<file path="src/rtl/lsu_unit.sv">
// RV32I load/store unit: one data-memory transaction per issue over a req/ack
// handshake, with lane steering on stores and lane extract/extend on loads.
module lsu_unit #(
    parameter int ADDR_W = 32
) (
    input  logic              clk,
    input  logic              rst_n,
    input  logic              start,
    input  logic              is_store,
    input  logic [1:0]        size,
    input  logic              unsigned_ld,
    input  logic [ADDR_W-1:0] addr,
    input  logic [31:0]       wdata,
    input  logic [4:0]        rd_in,
    output logic              busy,
    output logic              done,
    output logic              err,
    output logic [4:0]        rd_out,
    output logic              rd_we,
    output logic [31:0]       rdata,
    output logic              mem_req,
    output logic              mem_we,
    output logic [ADDR_W-1:0] mem_addr,
    output logic [3:0]        mem_be,
    output logic [31:0]       mem_wdata,
    input  logic              mem_ack,
    input  logic [31:0]       mem_rdata
);

    typedef enum logic [1:0] {S_IDLE, S_ACCESS, S_RESP, S_FAULT} state_t;

    state_t            r_state, w_next;
    logic              r_store, r_uns, r_done, r_err, r_rd_we;
    logic [1:0]        r_size, r_lo;
    logic [4:0]        r_rd, r_rd_out;
    logic [3:0]        r_be, w_be;
    logic [31:0]       r_wdata, w_wdata, r_rdata, w_ld;
    logic [ADDR_W-1:0] r_addr;
    logic              w_bad, w_accept;
    logic [7:0]        w_byte;
    logic [15:0]       w_half;

    assign w_accept = (r_state == S_IDLE) && start;
    assign w_bad    = (size == 2'b11) || (size == 2'b01 && addr[0]) ||
                      (size == 2'b10 && addr[1:0] != 2'b00);

    always_comb begin
        w_be    = 4'b1111;
        w_wdata = wdata;
        case (size)
            2'b00: begin
                w_be    = 4'b0001 << addr[1:0];
                w_wdata = {4{wdata[7:0]}};
            end
            2'b01: begin
                w_be    = addr[1] ? 4'b1100 : 4'b0011;
                w_wdata = {2{wdata[15:0]}};
            end
            default: ;
        endcase
    end

    // Extraction uses the latched low address bits, not the live ALU result
    always_comb begin
        w_byte = mem_rdata[8*r_lo +: 8];
        w_half = mem_rdata[16*r_lo[1] +: 16];
        case (r_size)
            2'b00:   w_ld = {{24{~r_uns & w_byte[7]}}, w_byte};
            2'b01:   w_ld = {{16{~r_uns & w_half[15]}}, w_half};
            default: w_ld = mem_rdata;
        endcase
    end

    always_comb begin
        w_next = r_state;
        case (r_state)
            S_IDLE:   if (start) w_next = w_bad ? S_FAULT : S_ACCESS;
            S_ACCESS: if (mem_ack) w_next = S_RESP;
            S_RESP:   w_next = S_IDLE;
            S_FAULT:  w_next = S_IDLE;
            default:  w_next = S_IDLE;
        endcase
    end

    always_ff @(posedge clk or negedge rst_n) begin
        if (!rst_n) begin
            r_state  <= S_IDLE;
            r_store  <= 1'b0;
            r_uns    <= 1'b0;
            r_size   <= 2'b00;
            r_lo     <= 2'b00;
            r_rd     <= 5'd0;
            r_be     <= 4'b0000;
            r_wdata  <= 32'd0;
            r_addr   <= '0;
            r_rdata  <= 32'd0;
            r_rd_out <= 5'd0;
            r_done   <= 1'b0;
            r_err    <= 1'b0;
            r_rd_we  <= 1'b0;
        end else begin
            r_state <= w_next;
            if (w_accept) begin
                r_store <= is_store;
                r_uns   <= unsigned_ld;
                r_size  <= size;
                r_lo    <= addr[1:0];
                r_rd    <= rd_in;
                r_be    <= w_be;
                r_wdata <= w_wdata;
                r_addr  <= {addr[ADDR_W-1:2], 2'b00};
            end
            if (r_state == S_ACCESS && mem_ack && !r_store)
                r_rdata <= w_ld;
            // Faults complete straight out of IDLE, before r_rd is loaded
            if (w_next == S_RESP || w_next == S_FAULT)
                r_rd_out <= (r_state == S_IDLE) ? rd_in : r_rd;
            r_done  <= (w_next == S_RESP) || (w_next == S_FAULT);
            r_err   <= (w_next == S_FAULT);
            r_rd_we <= (w_next == S_RESP) && !r_store && (r_rd != 5'd0);
        end
    end

    assign busy      = (r_state != S_IDLE);
    assign mem_req   = (r_state == S_ACCESS);
    assign mem_we    = r_store;
    assign mem_addr  = r_addr;
    assign mem_be    = r_be;
    assign mem_wdata = r_wdata;
    assign done      = r_done;
    assign err       = r_err;
    assign rd_we     = r_rd_we;
    assign rd_out    = r_rd_out;
    assign rdata     = r_rdata;

endmodule
</file>
<file path="config.mk">
export PLATFORM = sky130hd
export DESIGN_NAME = lsu_unit
export DESIGN_NICKNAME = d
export VERILOG_FILES = /design/src/rtl/lsu_unit.sv
export SDC_FILE = /design/constraint.sdc
export NUM_CORES = 1
export LEC_CHECK = 0
export ABC_AREA = 1
export CAP_MARGIN = 20
export CORE_ASPECT_RATIO = 0.8
export CORE_MARGIN = 2
export CORE_UTILIZATION = 34
export CTS_BUF_LIST = sky130_fd_sc_hd__clkbuf_4 sky130_fd_sc_hd__clkbuf_8 sky130_fd_sc_hd__clkbuf_16
export DETAILED_ROUTE_END_ITERATION = 7
export PLACE_DENSITY = 0.68
export SLEW_MARGIN = 0
export SYNTH_ARGS = -nofsm -noshare
export SYNTH_HDL_FRONTEND = slang
export SYNTH_SLANG_ARGS = --single-unit
</file>
<file path="constraint.sdc">
create_clock -name clk -period 1.1 [get_ports clk]
set_input_delay 0.22 -clock clk [delete_from_list [all_inputs] [get_ports clk]]
set_output_delay 0.22 -clock clk [all_outputs]
set_load 0.02 [all_outputs]
</file>
==> qor.csv <==
stage;metric;value;unit
status;status;complete, but fails checks;
status;violated checks;setup timing;
cts;Clk Latency, worst-skew pair;0.42;ns
placement;worst slack at placement;-0.553;ns
cts;Root Driver;clkbuf_16;
routing;drt first pass iters;5;
timing;Clock Skew;0.0120;ns
logic_synthesis;YS warnings;0;
timing;final worst slack;-0.336;ns
grt;largest net degree at the start of global routing;56;
critical_path;crit-path max cell delay;0.44;ns
power_and_ir_drop;worst IR drop on VDD;1.83;mV
critical_path;Largest delay share family, worst path;buffers and inverters;
grt;all-layer global routing usage;0.230;
critical_path;CP max stage cell;dfrtp_2;
cts;CTS Buf Count;17;
routing;First DRT Iteration DRCs;368;
die;Top Ports;220;
routing;vias per inst;4.84;
finish;share of cells above drive strength 1;0.451;
flow_run;Max-cap violations;0;
die;die width;146;µm
die;core area;15800;µm²
critical_path;class of the most critical setup path;flip-flop to flip-flop;
timing;min Tclk post-route;1.44;ns
power_and_ir_drop;power per cell area;3050;nW/µm²
cts;Max clock buf depth;2;
logic_synthesis;ys flop type;dfrtp_1;
logic_synthesis;Yosys top cell area share;0.541;
critical_path;CP Cell Sequence;nor2_4 > buf_6 > nand2_8 > clkinv_8 > buf_12 > buf_4 > nor2_1 > a21oi_1;
critical_path;crit path DAT;1.77;ns
timing;Max Fclk;0.696;GHz
grt;first-pass GRT wire length;31200;µm
grt;vias in the first global route;5975;
die;Starting Density;0.349;
power_and_ir_drop;total power;33.2;mW
routing;WL final;21700;µm
finish;final core utilization;0.687;
critical_path;Critical Path Sink Type;flip-flop;
critical_path;critical path startpoint category;flip-flop;
die;Die Ht;118;µm
placement;routability cong.;0.804;
routing;vias;6112;
cts;H-tree Lvls;4;
routing;DRC;0;
cts;clk sinks;119;
logic_synthesis;Post-synth EDFFs;0;
power_and_ir_drop;leakage power;5.36;nW
timing;Final Max Tran Viols;0;
critical_path;critical path peak fanout;7;
routing;Avg WL per Cell;17.2;µm
logic_synthesis;unique cell type count in the Yosys netlist;31;
timing;period utilization;1.31;
logic_synthesis;Seq cells post-synth;119;
critical_path;Buf/Inv on CP;4;
logic_synthesis;mapped cell area;5510;µm²
timing;final hold violations;0;
grt;total grt overflow;0;
timing;final setup fails;227;
finish;nets;1144;
logic_synthesis;Syn Area/Cell;8.03;µm²
placement;Post-Place Cells;1156;
finish;Layout area overhead;97.1;%
finish;Diodes inserted;0;
placement;hpwl dp;12900;µm
logic_synthesis;register area share after synthesis;0.541;
die;# rows;41;
timing;RSZ-0062 raised after global routing;yes;
grt;initial antenna violation count;0;
die;die area;17200;µm²
finish;final std cells w/o fill;1262;
routing;post-route ant nets;0;
placement;number of port buffers;217;
critical_path;WP data required;1.43;ns
logic_synthesis;post-synthesis instance total;686;
logic_synthesis;ys async rst share;1.00;
min_path;Hold WC Path Type;input pin to flip-flop;
cts;Reg clk slew, reported paths;0.06;ns
cts;CTS tree;built;
logic_synthesis;Area contributors post-synth;dfrtp_1, nand2_1, a21oi_1, o21ai_0, nor2_1;
logic_synthesis;biggest area consumer among synthesized cells;dfrtp_1;
==> tightest hold or removal path: stages <==
cell and delay [ns]:
clkdlybuf4s50_1 0.41, nand2_2 0.06, nand2_1 0.04
==> synthesized netlist by cell type (6+ instances only) <==
cell	number
dfrtp_1	119
nor2_1	32
inv_1	26
clkbuf_1	15
buf_2	16
a21oi_1	62
nand3_1	18
inv_2	6
nand2_1	290
a21oi_2	10
o21ai_0	53
==> layer usage <==
layer / track usage / part of all wire / wire [µm]
met1: 0.282 / 0.40 / 8620
met2: 0.372 / 0.49 / 10600
met3: 0.0942 / 0.095 / 2070
met4: 0.0698 / 0.022 / 473
met5: 0 / 0 / 0
==> sequential cells by signal, summed over array words and instances (netlist names), 2 cells and up <==
signal / count
r_lo: 2
rdata: 32
mem_be: 4
mem_addr: 30
r_rd: 5
r_state: 2
r_size: 2
rd_out: 5
mem_wdata: 32
==> through the flow <==
stage               setup TNS, ns  cell area [µm²]  hold WS, ns
floorplan                   -8.33             5580      -0.0756
global placement           -51.14             8470        0.258
detailed placement         -52.95             8470        0.255
CTS                        -37.57            10000        0.322
global route               -47.15            10900        0.352
finish                     -36.57            10900        0.345
==> final timing paths <==
| kind | start | endpoint | slack [ns] | cells after the start |
|---|---|---|---|---|
| setup / recovery | r_state[1] | mem_wdata[19] | -0.34 | 8 |
| hold / removal | addr[2] | mem_addr[2] | 0.34 | 3 |
| setup reg to reg | r_state[1] | mem_wdata[19] | -0.34 | 8 |
| hold reg to reg | rdata[8] | rdata[8] | 0.50 | 2 |
| max in group asynchronous | rst_n | mem_addr[7] | 0.45 | 3 |
| min in group asynchronous | rst_n | rdata[14] | 0.36 | 3 |
==> placed cells by master, fill, tap and decap left out, drive strengths merged <==
cell type,count
clkbuf,29
a21oi,72
dfrtp,119
nand3,21
inv,31
dlygate4sd3,1
o211ai,1
clkinvlp,1
buf,251
clkdlybuf4s50,107
o21ai,54
a31oi,2
o31ai,1
or2,7
nand4,5
bufinv,5
nand2,295
conb,2
o21bai,1
nor2,35
nor3,1
clkinv,5
and2,1
==> cell type report <==
cell class / count / area [µm²]
well taps: 215 / 269
flip-flops and latches: 119 / 2980
clock buffers: 23 / 483
multi-input cells: 498 / 2910
repair buffers: 365 / 3870
clock inverters: 8 / 171
inverters: 33 / 164
repair inverters: 1 / 8.76
fillers: 1193 / 4940
==> repair_timing <==
action	4_1_cts	5_1_grt
setup endpoints to repair	227	227
setup buffers	29	36
pin swaps	25	31
hold buffers	1	0
gates cloned	6	7
hold endpoints to repair	119	0
gates resized for setup	787	138
==> cell families (layout without fill, tap and decap cells) <==
logic type             count (synthesis)  after routing  share of synthesized area
and+or+nand+nor                      365            365                      0.273
AOI/OAI and AO/OA                    131            131                      0.128
DFF                                  119            119                      0.541
buffers and inverters                 70            430                     0.0577
other                                  1              2                   0.000681
==> power breakdown <==
part,internal (mW),switching [mW]
Clock,4.22,1.99
Sequential,6.52,1.69
Combinational,9.36,9.37
Total,20.1,13.1
Power figures use the tool's default switching activity.
